`config.mk`:
```
export PLATFORM = sky130hd
export DESIGN_NAME = fetch_buffer
export DESIGN_NICKNAME = d
export VERILOG_FILES = /design/src/rtl/fetch_pkg.sv /design/src/rtl/fetch_fifo.sv /design/src/rtl/fetch_buffer.sv
export SDC_FILE = /design/constraint.sdc
export NUM_CORES = 1
export LEC_CHECK = 0
export ABC_AREA = 0
export BUFFER_PORTS_ARGS = -buffer_cell sky130_fd_sc_hd__buf_2
export CORE_MARGIN = 2
export CORE_UTILIZATION = 32
export CTS_CLUSTER_DIAMETER = 30
export CTS_CLUSTER_SIZE = 16
export DETAILED_ROUTE_END_ITERATION = 12
export GPL_ROUTABILITY_DRIVEN = 0
export PLACE_DENSITY = 0.54
export SLEW_MARGIN = 30
export SYNTH_ARGS = -nofsm -noshare
export SYNTH_HDL_FRONTEND = slang
export SYNTH_SLANG_ARGS = --single-unit
```
`constraint.sdc`:
```
create_clock -name clk -period 5.05 [get_ports clk]
set_input_delay 1.2625 -clock clk [delete_from_list [all_inputs] [get_ports clk]]
set_output_delay 1.2625 -clock clk [all_outputs]
set_load 0.01 [all_outputs]
```
`src/rtl/fetch_pkg.sv`:
```
// Shared types and constants for the instruction fetch buffer.
package fetch_pkg;

  localparam int unsigned WORD_W = 32'd32;
  localparam logic [31:0] PC_INC = 32'd4;
  localparam logic [31:0] RESET_PC_DEFAULT = 32'h0000_0000;

  typedef enum logic [1:0] {
    BOOT  = 2'd0,
    FETCH = 2'd1,
    DRAIN = 2'd2
  } fetch_state_e;

  // Fetch addresses are always word aligned.
  function automatic logic [31:0] align_pc(input logic [31:0] pc);
    return {pc[31:2], 2'b00};
  endfunction

endpackage

```
`src/rtl/fetch_fifo.sv`:
```
// Instruction queue holding {pc, instr} pairs; flush empties it in one cycle.
module fetch_fifo
  import fetch_pkg::*;
#(
  parameter int unsigned DEPTH   = 4,
  parameter int unsigned ENTRY_W = 2 * WORD_W,
  localparam int unsigned PTR_W  = $clog2(DEPTH),
  localparam int unsigned CNT_W  = PTR_W + 1
) (
  input  logic               clk,
  input  logic               rst_n,
  input  logic               flush,
  input  logic               push,
  input  logic [ENTRY_W-1:0] push_data,
  input  logic               pop,
  output logic [ENTRY_W-1:0] head_data,
  output logic [CNT_W-1:0]   count
);

  localparam logic [CNT_W-1:0] CNT_ZERO = {CNT_W{1'b0}};
  localparam logic [CNT_W-1:0] CNT_ONE  = CNT_W'(1'b1);
  localparam logic [CNT_W-1:0] CNT_FULL = CNT_W'(DEPTH);
  localparam logic [PTR_W-1:0] PTR_ZERO = {PTR_W{1'b0}};
  localparam logic [PTR_W-1:0] PTR_ONE  = PTR_W'(1'b1);

  logic [ENTRY_W-1:0] mem_q [DEPTH];
  logic [ENTRY_W-1:0] mem_d [DEPTH];
  logic [PTR_W-1:0]   wr_ptr_q, wr_ptr_d;
  logic [PTR_W-1:0]   rd_ptr_q, rd_ptr_d;
  logic [CNT_W-1:0]   count_q, count_d;
  logic               do_push_s, do_pop_s;

  // A push into a full queue is legal only when the head leaves the same cycle.
  assign do_pop_s  = pop & (count_q != CNT_ZERO);
  assign do_push_s = push & ((count_q != CNT_FULL) | do_pop_s);

  // Next-state for pointers, occupancy and storage.
  always_comb begin
    wr_ptr_d = wr_ptr_q;
    rd_ptr_d = rd_ptr_q;
    count_d  = count_q;
    mem_d    = mem_q;
    if (flush) begin
      wr_ptr_d = PTR_ZERO;
      rd_ptr_d = PTR_ZERO;
      count_d  = CNT_ZERO;
    end else begin
      if (do_push_s) begin
        mem_d[wr_ptr_q] = push_data;
        wr_ptr_d        = wr_ptr_q + PTR_ONE;
      end else begin
        wr_ptr_d = wr_ptr_q;
      end
      if (do_pop_s) begin
        rd_ptr_d = rd_ptr_q + PTR_ONE;
      end else begin
        rd_ptr_d = rd_ptr_q;
      end
      case ({do_push_s, do_pop_s})
        2'b10:   count_d = count_q + CNT_ONE;
        2'b01:   count_d = count_q - CNT_ONE;
        default: count_d = count_q;
      endcase
    end
  end

  // Queue state registers.
  always_ff @(posedge clk or negedge rst_n) begin
    if (!rst_n) begin
      wr_ptr_q <= PTR_ZERO;
      rd_ptr_q <= PTR_ZERO;
      count_q  <= CNT_ZERO;
      for (int i = 0; i < int'(DEPTH); i++) begin
        mem_q[i] <= {ENTRY_W{1'b0}};
      end
    end else begin
      wr_ptr_q <= wr_ptr_d;
      rd_ptr_q <= rd_ptr_d;
      count_q  <= count_d;
      for (int i = 0; i < int'(DEPTH); i++) begin
        mem_q[i] <= mem_d[i];
      end
    end
  end

  assign head_data = mem_q[rd_ptr_q];
  assign count     = count_q;

endmodule

```
`src/rtl/fetch_buffer.sv`:
```
// Instruction fetch front end: credit-limited requests to imem, in-order queue
// to decode, and redirect handling that drops responses still in flight.
module fetch_buffer
  import fetch_pkg::*;
#(
  parameter int unsigned DEPTH    = 4,
  parameter logic [31:0] RESET_PC = RESET_PC_DEFAULT
) (
  input  logic              clk,
  input  logic              rst,
  input  logic              redirect_valid,
  input  logic [WORD_W-1:0] redirect_pc,
  output logic              imem_req_valid,
  output logic [WORD_W-1:0] imem_req_addr,
  input  logic              imem_req_ready,
  input  logic              imem_resp_valid,
  input  logic [WORD_W-1:0] imem_resp_data,
  output logic              out_valid,
  output logic [WORD_W-1:0] out_instr,
  output logic [WORD_W-1:0] out_pc,
  input  logic              out_ready
);

  localparam int unsigned CNT_W = $clog2(DEPTH) + 1;
  localparam int unsigned SUM_W = CNT_W + 1;
  localparam logic [CNT_W-1:0] CNT_ZERO = {CNT_W{1'b0}};

  fetch_state_e      state_q, state_d;
  logic [WORD_W-1:0] fetch_pc_q, fetch_pc_d;
  logic [WORD_W-1:0] resp_pc_q, resp_pc_d;
  logic [CNT_W-1:0]  outstanding_q, outstanding_d;
  logic [CNT_W-1:0]  drop_q, drop_d;

  logic [CNT_W-1:0]    fifo_count_s;
  logic [2*WORD_W-1:0] fifo_head_s;
  logic [CNT_W-1:0]    inflight_s;
  logic                credit_s, req_valid_s, accept_s;
  logic                resp_live_s, push_s, stale_s, pop_s;

  // Queued plus in-flight words may never exceed the queue size, so a
  // response always finds a free slot.
  assign credit_s    = (SUM_W'(fifo_count_s) + SUM_W'(outstanding_q)) < SUM_W'(DEPTH);
  assign req_valid_s = (state_q == FETCH) & ~redirect_valid & credit_s;
  assign accept_s    = req_valid_s & imem_req_ready;

  assign resp_live_s = imem_resp_valid & (state_q != BOOT);
  assign push_s      = resp_live_s & ~redirect_valid & (drop_q == CNT_ZERO)
                     & (outstanding_q != CNT_ZERO);
  assign stale_s     = resp_live_s & (redirect_valid | (drop_q != CNT_ZERO));
  assign inflight_s  = drop_q + outstanding_q;
  assign pop_s       = out_valid & out_ready;

  // Address, credit and drop bookkeeping plus next state.
  always_comb begin
    fetch_pc_d    = fetch_pc_q;
    resp_pc_d     = resp_pc_q;
    outstanding_d = outstanding_q;
    drop_d        = drop_q;
    state_d       = state_q;
    if (redirect_valid) begin
      fetch_pc_d    = align_pc(redirect_pc);
      resp_pc_d     = align_pc(redirect_pc);
      outstanding_d = CNT_ZERO;
      drop_d        = inflight_s - CNT_W'(resp_live_s && (inflight_s != CNT_ZERO));
    end else begin
      fetch_pc_d    = accept_s ? (fetch_pc_q + PC_INC) : fetch_pc_q;
      resp_pc_d     = push_s ? (resp_pc_q + PC_INC) : resp_pc_q;
      outstanding_d = outstanding_q + CNT_W'(accept_s) - CNT_W'(push_s);
      drop_d        = (stale_s && (drop_q != CNT_ZERO)) ? (drop_q - CNT_W'(1'b1)) : drop_q;
    end
    case (state_q)
      BOOT: state_d = FETCH;
      FETCH: begin
        if (redirect_valid && (drop_d != CNT_ZERO)) begin
          state_d = DRAIN;
        end else begin
          state_d = FETCH;
        end
      end
      DRAIN: begin
        if (redirect_valid) begin
          state_d = DRAIN;
        end else if (drop_d == CNT_ZERO) begin
          state_d = FETCH;
        end else begin
          state_d = DRAIN;
        end
      end
      default: state_d = BOOT;
    endcase
  end

  // Control state registers.
  always_ff @(posedge clk or negedge rst) begin
    if (!rst) begin
      state_q       <= BOOT;
      fetch_pc_q    <= RESET_PC;
      resp_pc_q     <= RESET_PC;
      outstanding_q <= CNT_ZERO;
      drop_q        <= CNT_ZERO;
    end else begin
      state_q       <= state_d;
      fetch_pc_q    <= fetch_pc_d;
      resp_pc_q     <= resp_pc_d;
      outstanding_q <= outstanding_d;
      drop_q        <= drop_d;
    end
  end

  fetch_fifo #(
    .DEPTH   (DEPTH),
    .ENTRY_W (2 * WORD_W)
  ) u_fifo (
    .clk       (clk),
    .rst_n     (rst),
    .flush     (redirect_valid),
    .push      (push_s),
    .push_data ({resp_pc_q, imem_resp_data}),
    .pop       (pop_s),
    .head_data (fifo_head_s),
    .count     (fifo_count_s)
  );

  assign imem_req_valid = req_valid_s;
  assign imem_req_addr  = fetch_pc_q;
  assign out_valid      = (fifo_count_s != CNT_ZERO);
  assign out_pc         = fifo_head_s[2*WORD_W-1:WORD_W];
  assign out_instr      = fifo_head_s[WORD_W-1:0];

endmodule

```
==> results_dict.tcl <==
set metrics [dict create \
    die_w_um 223 \
    cp_cell_sequence "buf_4 > mux4_2 > buf_2" \
    grt_pass1_wl_um 62000 \
    start_util_pct 32.3 \
    fill_cells 4404 \
    synth_cells 1132 \
    synth_edf_count 0 \
    syn-cell-area_um2 15400 \
    ys_types 55 \
    tightestPinTransition_ns 0.812 \
    synth_ff_type "dfrtp_1" \
    gr-usage-met1_pct 22.5 \
    cts_setup_buffers 0 \
    cts.path.max_buffers 3 \
    min_path_type "register to register" \
    slew_headroom_pct 45.8 \
    place_ws_ns 1.05 \
    cp_slowest_cell "dfrtp_4" \
    power.density_nw_per_um2 513 \
    peakVddDrop_mv 0.279 \
    worst_clock_skew_ns 0.0224 \
    layout-drive-gt1-share_pct 28.6 \
    layout_common_cells "321 x dfrtp_1, 249 x mux2_1, 160 x buf_2" \
    numCtsBuffers 86 \
    top_usage_layer "met2" \
    vias 10300 \
    final-max-slew-violation-count 0 \
    fin_setup_tns_ns 0 \
    io_pins 168 \
    grtUsageTotal_pct 15.8 \
    max_freq_ghz 0.258 \
    min_period_ns 3.87 \
    critical_path_arrival_ns 2.61 \
    syn-mean-instance-area_um2 13.6 \
    drt_iter0_markers 519 \
    cts_tree "yes" \
    dp_hpwl_um 23600 \
    cts_hold_buf 0 \
    use_met2_pct 23.3 \
    avgViaCountPerCell 5.13 \
    cts_resized 0 \
    finalSetupViolCount 0 \
    clk_pin_slew_ns 0.04 \
    p_leak_nw 9.66 \
    cp-end-kind "primary output" \
    antenna_found_initial 0 \
    startpoint_type "register" \
    num-nets-final 1414 \
    cts_root_buf "clkbuf_16" \
    drc_errors 0 \
    setup_slack_ns 1.18 \
    die_h_um 223 \
    yosysWarnings 0 \
    clk-insertion-delay-late_ns 0.60 \
    h-tree-depth 3 \
    rsz0062_at_grt "false" \
    hold_viol 0 \
    synth_seq_cells 323 \
    yosysSeqAreaShare_pct 52.6 \
    slowest_delay_ns 0.81 \
    dr.pass1.iters 5 \
    floorplan.die_area_um2 49800 \
    final.period_utilization_pct 76.7 \
    overflow 0 \
    critPathKind "register to primary output" \
    status "complete, no violations" \
    worstPathMaxFanout 27 \
    wire_per_inst_um 18.9 \
    grt_max_degree 109 \
    layout_commonest_cell "dfrtp_1" \
    required_ns 3.79 \
    synthArstFlopShare_pct 100 \
    grt_use_met3_pct 4.27 \
    drv_cap 0 \
    routed_wl_um 37900 \
    core_um2 47500 \
    diodes 0 \
    port_buffers 161 \
    num_rows 80 \
    syn_to_final_growth_pct 28.5 \
    cts.sinks 323 \
    grt_pass1_vias 10800 \
    postRouteAntennaNets 0 \
]
==> logic make-up (layout without fill, tap and decap cells) <==
logic type               after synthesis  count (layout)  synth area share [%]
AO/OA/AOI/OAI                        129             129                  5.52
flip-flops                           323             323                  52.6
adder cells (fa/ha/maj)               18              18                  1.61
AND/OR/NAND/NOR                      221             221                  7.42
multiplexers                         318             318                  27.8
XOR/XNOR                              18              18                  1.12
other                                  1               4                0.0244
buffers and inverters                104             365                  3.86
==> worst paths after layout <==
check | from | cells past startpoint | endpoint | slack [ns]
max in group asynchronous | rst | 3 | u_fifo.mem_q[134] | 3.42
setup reg to reg | drop_q[0] | 13 | outstanding_q[2] | 1.85
setup / recovery | u_fifo.rd_ptr_q[0] | 3 | out_pc[23] | 1.18
hold reg to reg | u_fifo.mem_q[112] | 1 | u_fifo.mem_q[112] | 0.48
min in group asynchronous | rst | 1 | u_fifo.mem_q[194] | 0.51
hold / removal | u_fifo.mem_q[112] | 1 | u_fifo.mem_q[112] | 0.48
==> layer usage <==
layer	wire length, um	vias up
met5	0	-
met4	835	0
met2	16800	306
met1	18200	5306
met3	2190	74
li1	-	4624
==> worst max-delay path, delay by kind of cell, from the launching register on <==
| family | cells | cell delay [ns] |
|---|---|---|
| DFF | 1 | 0.81 |
| muxes | 1 | 0.60 |
| buffers and inverters | 2 | 0.59 |
==> power by group <==
group	total (W)	internal (W)	switching, W
logic	0.00148	0.000735	0.000749
registers	0.00315	0.00286	0.000289
clock network	0.00548	0.00386	0.00163
total	0.0101	0.00745	0.00267
==> stage by stage <==
step | area [um2] | cells | hold WS (ns) | util, % | total power [W]
floorplan | 15400 | 1135 | 0.459 | - | 0.00407
global placement | 16700 | 1852 | 0.468 | 35.2 | 0.00466
detailed placement | 16700 | 1852 | 0.476 | 35.2 | 0.00471
CTS | 19700 | 2010 | 0.485 | 41.5 | 0.0103
global route | 19700 | 2011 | 0.484 | 41.5 | 0.0106
finish | 19700 | 2011 | 0.479 | 41.5 | 0.0101
==> layout make-up <==
type | instances | area (um2) | area share [%]
clock buffers | 118 | 2430 | 12.3
flip-flops and latches | 323 | 8090 | 41.0
multi-input cells | 708 | 6710 | 34.0
repair buffers | 184 | 1110 | 5.62
inverters | 23 | 86.3 | 0.437
clock inverters | 40 | 546 | 2.76
well taps | 615 | 769 | 3.90
==> synthesized netlist by cell type (all sizes together) (2+ instances only) <==
cell	count	area share, %
a21oi	11	0.36
a31o	2	0.11
a31oi	14	0.57
a32o	2	0.13
a41oi	2	0.11
and2	5	0.20
and3	6	0.24
and4	5	0.29
buf	43	2.4
clkbuf	38	0.93
dfrtp	323	53
fa	3	0.39
ha	15	1.2
inv	23	0.56
mux2	250	18
mux2i	6	0.39
mux4	62	9.1
nand2	74	2.0
nand2b	3	0.12
nand3	35	1.1
nand4	20	0.81
nor2	36	0.99
nor2b	3	0.12
nor3	9	0.29
nor3b	4	0.20
nor4	7	0.29
nor4b	3	0.17
o211ai	18	0.88
o21ai	49	1.6
o311ai	23	1.3
o31ai	3	0.15
or3	3	0.12
or3b	2	0.11
or4	3	0.15
xnor2	8	0.46
xor2	9	0.51
==> sequential cells by signal, indices dropped and copies added, names as in the netlist <==
| signal | count |
|---|---|
| u_fifo.rd_ptr_q | 2 |
| u_fifo.wr_ptr_q | 2 |
| outstanding_q | 3 |
| u_fifo.mem_q | 248 |
| u_fifo.count | 3 |
| drop_q | 3 |
| imem_req_addr | 30 |
| state_q | 2 |
| resp_pc_q | 30 |
(Power assumes the default switching activity.)
